**src/rtl/keypad_decoder.sv**
```systemverilog
// 4x4 keypad scanner with debounce and key-class decode.
// Emits one pulse per accepted key; values hold until the next key of that class.
module keypad_decoder #(
  parameter int SCAN_DIV     = 1000,
  parameter int DEBOUNCE_CNT = 50000
) (
  input  logic       clk,
  input  logic       rst,
  input  logic [3:0] row_in,
  output logic [3:0] col_out,
  output logic [3:0] num_val,
  output logic [1:0] op_val,
  output logic       is_num,
  output logic       is_op,
  output logic       is_eq,
  output logic       is_clr
);

  localparam int MAXC = (SCAN_DIV > DEBOUNCE_CNT) ? SCAN_DIV : DEBOUNCE_CNT;
  localparam int CW   = $clog2(MAXC + 1);

  localparam logic [CW-1:0] SCAN_LAST = CW'(SCAN_DIV - 1);
  localparam logic [CW-1:0] DEB_LAST  = CW'(DEBOUNCE_CNT - 1);
  localparam logic [CW-1:0] CNT_ONE   = CW'(1);

  typedef enum logic [1:0] {
    SCAN,
    DEBOUNCE,
    EMIT,
    RELEASE
  } state_t;

  state_t        r_state;
  logic [3:0]    r_sync1;
  logic [3:0]    r_sync2;
  logic [CW-1:0] r_cnt;
  logic [1:0]    r_col;
  logic [1:0]    r_row;
  logic [3:0]    r_num;
  logic [1:0]    r_op;

  state_t        w_nxt_state;
  logic [CW-1:0] w_nxt_cnt;
  logic [1:0]    w_nxt_col;
  logic [1:0]    w_nxt_row;
  logic [3:0]    w_nxt_num;
  logic [1:0]    w_nxt_op;

  logic [3:0] w_rows_s;
  logic       w_any_low;
  logic       w_row_low;
  logic [1:0] w_low_row;
  logic       w_dig;
  logic       w_opk;
  logic       w_eqk;
  logic       w_clrk;
  logic [3:0] w_digit;

  assign w_rows_s  = r_sync2;
  assign w_any_low = ~&w_rows_s;
  assign w_row_low = ~w_rows_s[r_row];

  always_comb begin
    w_low_row = 2'd3;
    if (!w_rows_s[0])      w_low_row = 2'd0;
    else if (!w_rows_s[1]) w_low_row = 2'd1;
    else if (!w_rows_s[2]) w_low_row = 2'd2;
  end

  always_comb begin
    w_dig  = 1'b0;
    w_opk  = 1'b0;
    w_eqk  = 1'b0;
    w_clrk = 1'b0;
    unique case (1'b1)
      (r_col == 2'd3):                    w_opk  = 1'b1;
      (r_row == 2'd3 && r_col == 2'd0):   w_clrk = 1'b1;
      (r_row == 2'd3 && r_col == 2'd2):   w_eqk  = 1'b1;
      default:                            w_dig  = 1'b1;
    endcase
  end

  // Rows 0-2 hold 1..9 laid out three per row; row 3 only carries '0'.
  assign w_digit = (r_row == 2'd3) ? 4'd0 :
                   ({2'b00, r_row} * 4'd3) + {2'b00, r_col} + 4'd1;

  always_comb begin
    w_nxt_state = r_state;
    w_nxt_cnt   = r_cnt;
    w_nxt_col   = r_col;
    w_nxt_row   = r_row;
    w_nxt_num   = r_num;
    w_nxt_op    = r_op;
    unique case (r_state)
      SCAN: begin
        if (r_cnt == SCAN_LAST) begin
          w_nxt_cnt = '0;
          if (w_any_low) begin
            w_nxt_row   = w_low_row;
            w_nxt_state = DEBOUNCE;
          end else begin
            w_nxt_col = r_col + 2'd1;
          end
        end else begin
          w_nxt_cnt = r_cnt + CNT_ONE;
        end
      end
      DEBOUNCE: begin
        if (w_row_low) begin
          if (r_cnt == DEB_LAST) begin
            w_nxt_state = EMIT;
            w_nxt_cnt   = '0;
            if (w_dig) w_nxt_num = w_digit;
            if (w_opk) w_nxt_op  = r_row;
          end else begin
            w_nxt_cnt = r_cnt + CNT_ONE;
          end
        end else begin
          w_nxt_state = SCAN;
          w_nxt_cnt   = '0;
          w_nxt_col   = r_col + 2'd1;
        end
      end
      EMIT: begin
        w_nxt_state = RELEASE;
        w_nxt_cnt   = '0;
      end
      RELEASE: begin
        if (&w_rows_s) begin
          if (r_cnt == DEB_LAST) begin
            w_nxt_state = SCAN;
            w_nxt_cnt   = '0;
            w_nxt_col   = r_col + 2'd1;
          end else begin
            w_nxt_cnt = r_cnt + CNT_ONE;
          end
        end else begin
          w_nxt_cnt = '0;
        end
      end
      default: w_nxt_state = SCAN;
    endcase
  end

  always_ff @(posedge clk) begin
    if (!rst) begin
      r_state <= SCAN;
      r_sync1 <= 4'hF;
      r_sync2 <= 4'hF;
      r_cnt   <= '0;
      r_col   <= 2'd0;
      r_row   <= 2'd0;
      r_num   <= 4'd0;
      r_op    <= 2'd0;
    end else begin
      r_state <= w_nxt_state;
      r_sync1 <= row_in;
      r_sync2 <= r_sync1;
      r_cnt   <= w_nxt_cnt;
      r_col   <= w_nxt_col;
      r_row   <= w_nxt_row;
      r_num   <= w_nxt_num;
      r_op    <= w_nxt_op;
    end
  end

  assign col_out = ~(4'b0001 << r_col);
  assign num_val = r_num;
  assign op_val  = r_op;
  assign is_num  = (r_state == EMIT) && w_dig;
  assign is_op   = (r_state == EMIT) && w_opk;
  assign is_eq   = (r_state == EMIT) && w_eqk;
  assign is_clr  = (r_state == EMIT) && w_clrk;

endmodule

```
**config.mk**
```make
export PLATFORM = sky130hd
export DESIGN_NAME = keypad_decoder
export DESIGN_NICKNAME = d
export VERILOG_FILES = /design/src/rtl/keypad_decoder.sv
export SDC_FILE = /design/constraint.sdc
export NUM_CORES = 1
export LEC_CHECK = 0
export BUFFER_PORTS_ARGS = -buffer_cell sky130_fd_sc_hd__clkbuf_2
export CORE_UTILIZATION = 62
export CTS_BUF_LIST = sky130_fd_sc_hd__clkbuf_8
export CTS_CLUSTER_DIAMETER = 30
export DETAILED_ROUTE_END_ITERATION = 8
export PLACE_DENSITY = 0.83
export SLEW_MARGIN = 0
export SYNTH_ARGS = -nofsm -noshare
export SYNTH_HDL_FRONTEND = slang
export SYNTH_SLANG_ARGS = --single-unit
```
**constraint.sdc**
```tcl
create_clock -name clk -period 3.67 [get_ports clk]
set_input_delay 0.367 -clock clk [delete_from_list [all_inputs] [get_ports clk]]
set_output_delay 0.367 -clock clk [all_outputs]
set_load 0.02 [all_outputs]
```
# After elaboration in Yosys (flattened, before gate mapping)
# Cells that the tools add are included.
# word_totals
register_bits	36
in_bits	6
output_inout_bits	14
elab_cells	78
# op_classes
n_addsub	4
mul	1
magnitude_cmp	1
n_eq_ne	15
n_shift	1
muxes	28
bitwise	4
reduce_logical	16
# ops
operator	n
16-bit 2-to-1 mux	4
16-bit case mux with 4 select lines	1
2-bit 2-to-1 mux	13
16-bit by 1-bit adder with 16-bit output, second input constant	1
16-bit by 10-bit == test with 1-bit output, second input constant	1
16-bit == test, second input constant	1
2-bit inequality test, second input constant	6
4-bit AND reduction	3
2-bit == test, second input constant	5
2-bit case mux with 4 select lines	1
1-bit logical AND	6
1-bit 2-to-1 mux	6
2-bit case mux with 3 select lines	1
6-bit AND reduction	1
5-bit AND reduction	1
4-bit by 1-bit adder with 4-bit output, second input constant	1
4-bit by 2-bit adder with 4-bit output	1
2-bit logical NOT	2
2-bit by 2-bit multiplier with 4-bit output, second input constant	1
4-bit 2-to-1 mux	1
4-bit NOT	1
1-bit by 2-bit << shifter with 4-bit output, first input constant	1
2-bit by 3-bit less-than comparator with 1-bit output, second input constant	1
3-bit inequality test, second input constant	1
other kinds (7)	9

# Longest topological paths before layout
# depth
word_depth	5
ltp_mapped	8
mapped_depth_nobuf	7

# Least setup slack after synthesis
# No wires, ideal clock.
# synth_timing
kind	flip-flop to flip-flop
start	register r_col[1]
end	register r_num[2], in the netlist num_val[2]
setup_time_ns	0.071
arrival_time_ns	1.919
required_ns	3.599
path_slack_ns	1.681
path_stages_with_launch	7
path_buffers	0
period_less_slack_ns	1.989
cell_sequence	dfxtp_1 fa_1 inv_1 fa_1 xor2_1 or3_1 a21oi_1
# synth_between
elab_chain_cells	5
word_cells_on_any_way	11
classes_between	2 x add/sub; 2 x eq/ne; 1 x mux; 1 x bitwise; 5 x reduce/logical
# synth_rtl
item	line_no	text
from (decl)	37	logic [1:0] r_col;
from (signal assigned)	160	r_col <= w_nxt_col;
parallel branches: the longest is 5 deep, another holds 4-bit by 2-bit adder with 4-bit output	--	
to (signal assigned)	162	r_num <= w_nxt_num;
to (decl)	39	logic [3:0] r_num;
# Several ways; the timed one is not identified.
# A chain may end at the register's enable or synchronous reset.

# Worst setup path after layout
# Ends and elaborated chain as after synthesis.

==> flow_metrics.env <==
export IMPL_cp_common_cell="fa_1"
export IMPL_first_global_vias=1380
export IMPL_portBuffers=19
export IMPL_ios=20
export IMPL_leakage_nw=0.9082
export IMPL_worst_slew_pin_slew_ns=0.4789
export IMPL_endpoint_kind="flip-flop"
export IMPL_fmax_ghz=0.4783
export IMPL_drt_wirelength_per_cell_um=13.68
export IMPL_yosys_most_used_dff="dfxtp_1"
export IMPL_grt_max_degree=17
export IMPL_worst_ir_drop_vdd_mv=0.2385
export IMPL_fin_nets=249
export IMPL_numCtsBuffers=5
export IMPL_antenna_found_initial=0
export IMPL_insertion_delay_ns=0.28
export IMPL_htreeDepth=2
export IMPL_synth_cells=204
export IMPL_cts_resized=0
export IMPL_cap_violations=0
export IMPL_yosysTopAreaCellShare_pct=38.10
export IMPL_detail_route_antenna_nets=0
export IMPL_cts_sinks=36
export IMPL_mostFrequentLayoutCell="dfxtp_1"
export IMPL_cp_required_ns=3.89
export IMPL_core_area_mm2=0.002829
export IMPL_async_flop_share_pct=0
export IMPL_r2r_cells=6
export IMPL_ys_ff_latch=36
export IMPL_status="complete, but fails checks"
export IMPL_drcViolationCount=2
export IMPL_period_needed_ns=2.091
export IMPL_hold_class="input pin to flip-flop"
export IMPL_syn_num_nets=226
export IMPL_synthToLayoutAreaGrowth_pct=11.24
export IMPL_dp_hpwl_um=2578
export IMPL_crit_fanout=6
export IMPL_ys_warn_count=0
export IMPL_final_hold_viol_count=0
export IMPL_wl_um=3542
export IMPL_overflow=0
export IMPL_drive_gt1_share_pct=14.47
export IMPL_num_antenna_cells=0
export IMPL_clockBufferDepth=2
export IMPL_regToRegSetupSlack_ns=1.58
export IMPL_worstPathCellList="fa_1 > inv_1 > fa_1 > xor2_1 > or3_1 > a21oi_1"
export IMPL_die_w_um=57.24
export IMPL_start_kind="flip-flop"
export IMPL_grt_use_total_pct=23.99
export IMPL_dp_cells=251
export IMPL_floorplan_initialDensity_pct=66.87
export IMPL_worstPathArrival_ns=2.31
export IMPL_vias=1470
export IMPL_slowest_delay_ns=0.58
export IMPL_ys_seq_area_share_pct=38.10
export IMPL_drt_iter0_markers=58
export IMPL_gp_congestion=0.7702
export IMPL_synth_edf_count=0
export IMPL_post_cts_buffers=0
export IMPL_hold_depth=2
export IMPL_ctsHoldBuffers=0
export IMPL_num_rows=19
export IMPL_final_cells=259
export IMPL_vias_per_cell=5.676
export IMPL_fin_crit_sh_pct=56.96
export IMPL_root_buffer="clkbuf_8"
export IMPL_finalSetupTns_ns=0
export IMPL_firstDrtPassIters=6
export IMPL_slew_headroom_pct=68.07
export IMPL_dieArea_mm2=0.003276
export IMPL_finalMaxSlewViolations=0
export IMPL_synth_area_mm2=0.001892
export IMPL_synth_avg_cell_area_um2=9.274
export IMPL_skew_ns=0.007843
export IMPL_cpMaxStageDelayCell="fa_1"
export IMPL_final_cell_mix="dfxtp_1 (36), nor2_1 (25), inv_1 (20), clkbuf_2 (19), ha_1 (14)"
export IMPL_cts_clk_slew_worst_paths_ns=0.07
export IMPL_tritoncts="yes"
export IMPL_grt_first_pass_wirelength_um=6044
export IMPL_setup_viol=0
export IMPL_powerDensity_mw_per_mm2=337.4
export IMPL_ys_types=43
export IMPL_ys_top_cells_by_area="dfxtp_1 (38%), ha_1 (9.3%), xor2_1 (5.1%), nor2_1 (5.0%), inv_1 (3.6%)"
export IMPL_yosysTopAreaCell="dfxtp_1"
export IMPL_rsz0062_at_grt="false"
export IMPL_crit_type="flip-flop to flip-flop"
export IMPL_violations="DRC"
export IMPL_die_y_um=57.24
critical path, delay by kind of cell (launching register included):
| family | cells | cell delay, ns |
|---|---|---|
| xor+xnor | 1 | 0.16 |
| fa+ha+maj | 2 | 0.98 |
| simple gates | 1 | 0.30 |
| compound gates | 1 | 0.14 |
| buf+inv | 1 | 0.06 |
| flops | 1 | 0.38 |
sequential cells by signal (all words and copies together), names as in the netlist, named ones only:
name	flops
r_sync2	4
r_state	1
op_val	2
r_col	2
r_row	2
num_val	4
r_sync1	4
r_cnt	16
kinds of logic after synthesis:
group | after synthesis | synth area share (%)
XOR/XNOR | 15 | 6.944
flip-flops | 36 | 38.10
AND/OR/NAND/NOR | 87 | 26.26
AO/OA/AOI/OAI | 20 | 7.805
adder cells (fa/ha/maj) | 16 | 11.38
buffers and inverters | 21 | 4.166
multiplexers | 9 | 5.357
layout make-up:
cell class              instances  area, µm²
flip-flops and latches         36      720.7
clock buffers                   6      82.58
inverters                      18      67.56
fillers                       208      724.4
repair buffers                 19      95.09
well taps                      31      38.79
multi-input cells             147       1092
clock inverters                 2      7.507
per-layer routing:
| metal | global-route usage [%] | part of all wire [%] |
|---|---|---|
| met5 | 0 | 0 |
| met4 | 8.014 | 1.2 |
| met1 | 29.51 | 46 |
| met2 | 40.84 | 48 |
| met3 | 6.349 | 4.5 |
through the flow:
stage	setup WS [ns]	utilization, %	power (mW)	instance area (µm²)	hold slack, ns
after global placement	1.647	71.21	0.4372	2014	0.3891
after floorplan	1.681	-	0.4317	1892	0.3863
after global routing	1.442	74.39	0.7374	2105	0.2741
after CTS	1.571	74.39	0.7143	2105	0.2633
after detailed placement	1.591	71.21	0.4388	2014	0.3928
final	1.579	74.39	0.7101	2105	0.2662
synthesized netlist by cell type, drive strengths merged, types with 2 or more instances:
library cell / count
dfxtp: 36
nor2: 25
inv: 18
ha: 14
xor2: 11
nand2: 10
nand3: 10
nand2b: 9
a21oi: 8
nand4: 7
mux2i: 6
and2: 4
and3: 4
xnor2: 4
and4: 3
and4bb: 3
clkbuf: 3
mux2: 3
or3: 3
a21o: 2
fa: 2
o21a: 2
final timing paths:
check / startpoint / endpoint
worst max register to register: r_col[1] / num_val[2]
worst min-delay path: row_in[3] / r_sync1[3]
worst max-delay path: r_col[1] / num_val[2]
worst min register to register: r_sync1[3] / r_sync2[3]
power by group:
group	internal, mW	switching (mW)	total, mW
sequential	0.398	0.00563	0.403
clock	0.147	0.132	0.279
combinational	0.0120	0.0155	0.0274
Note: power is estimated with default switching activity, not from simulation.
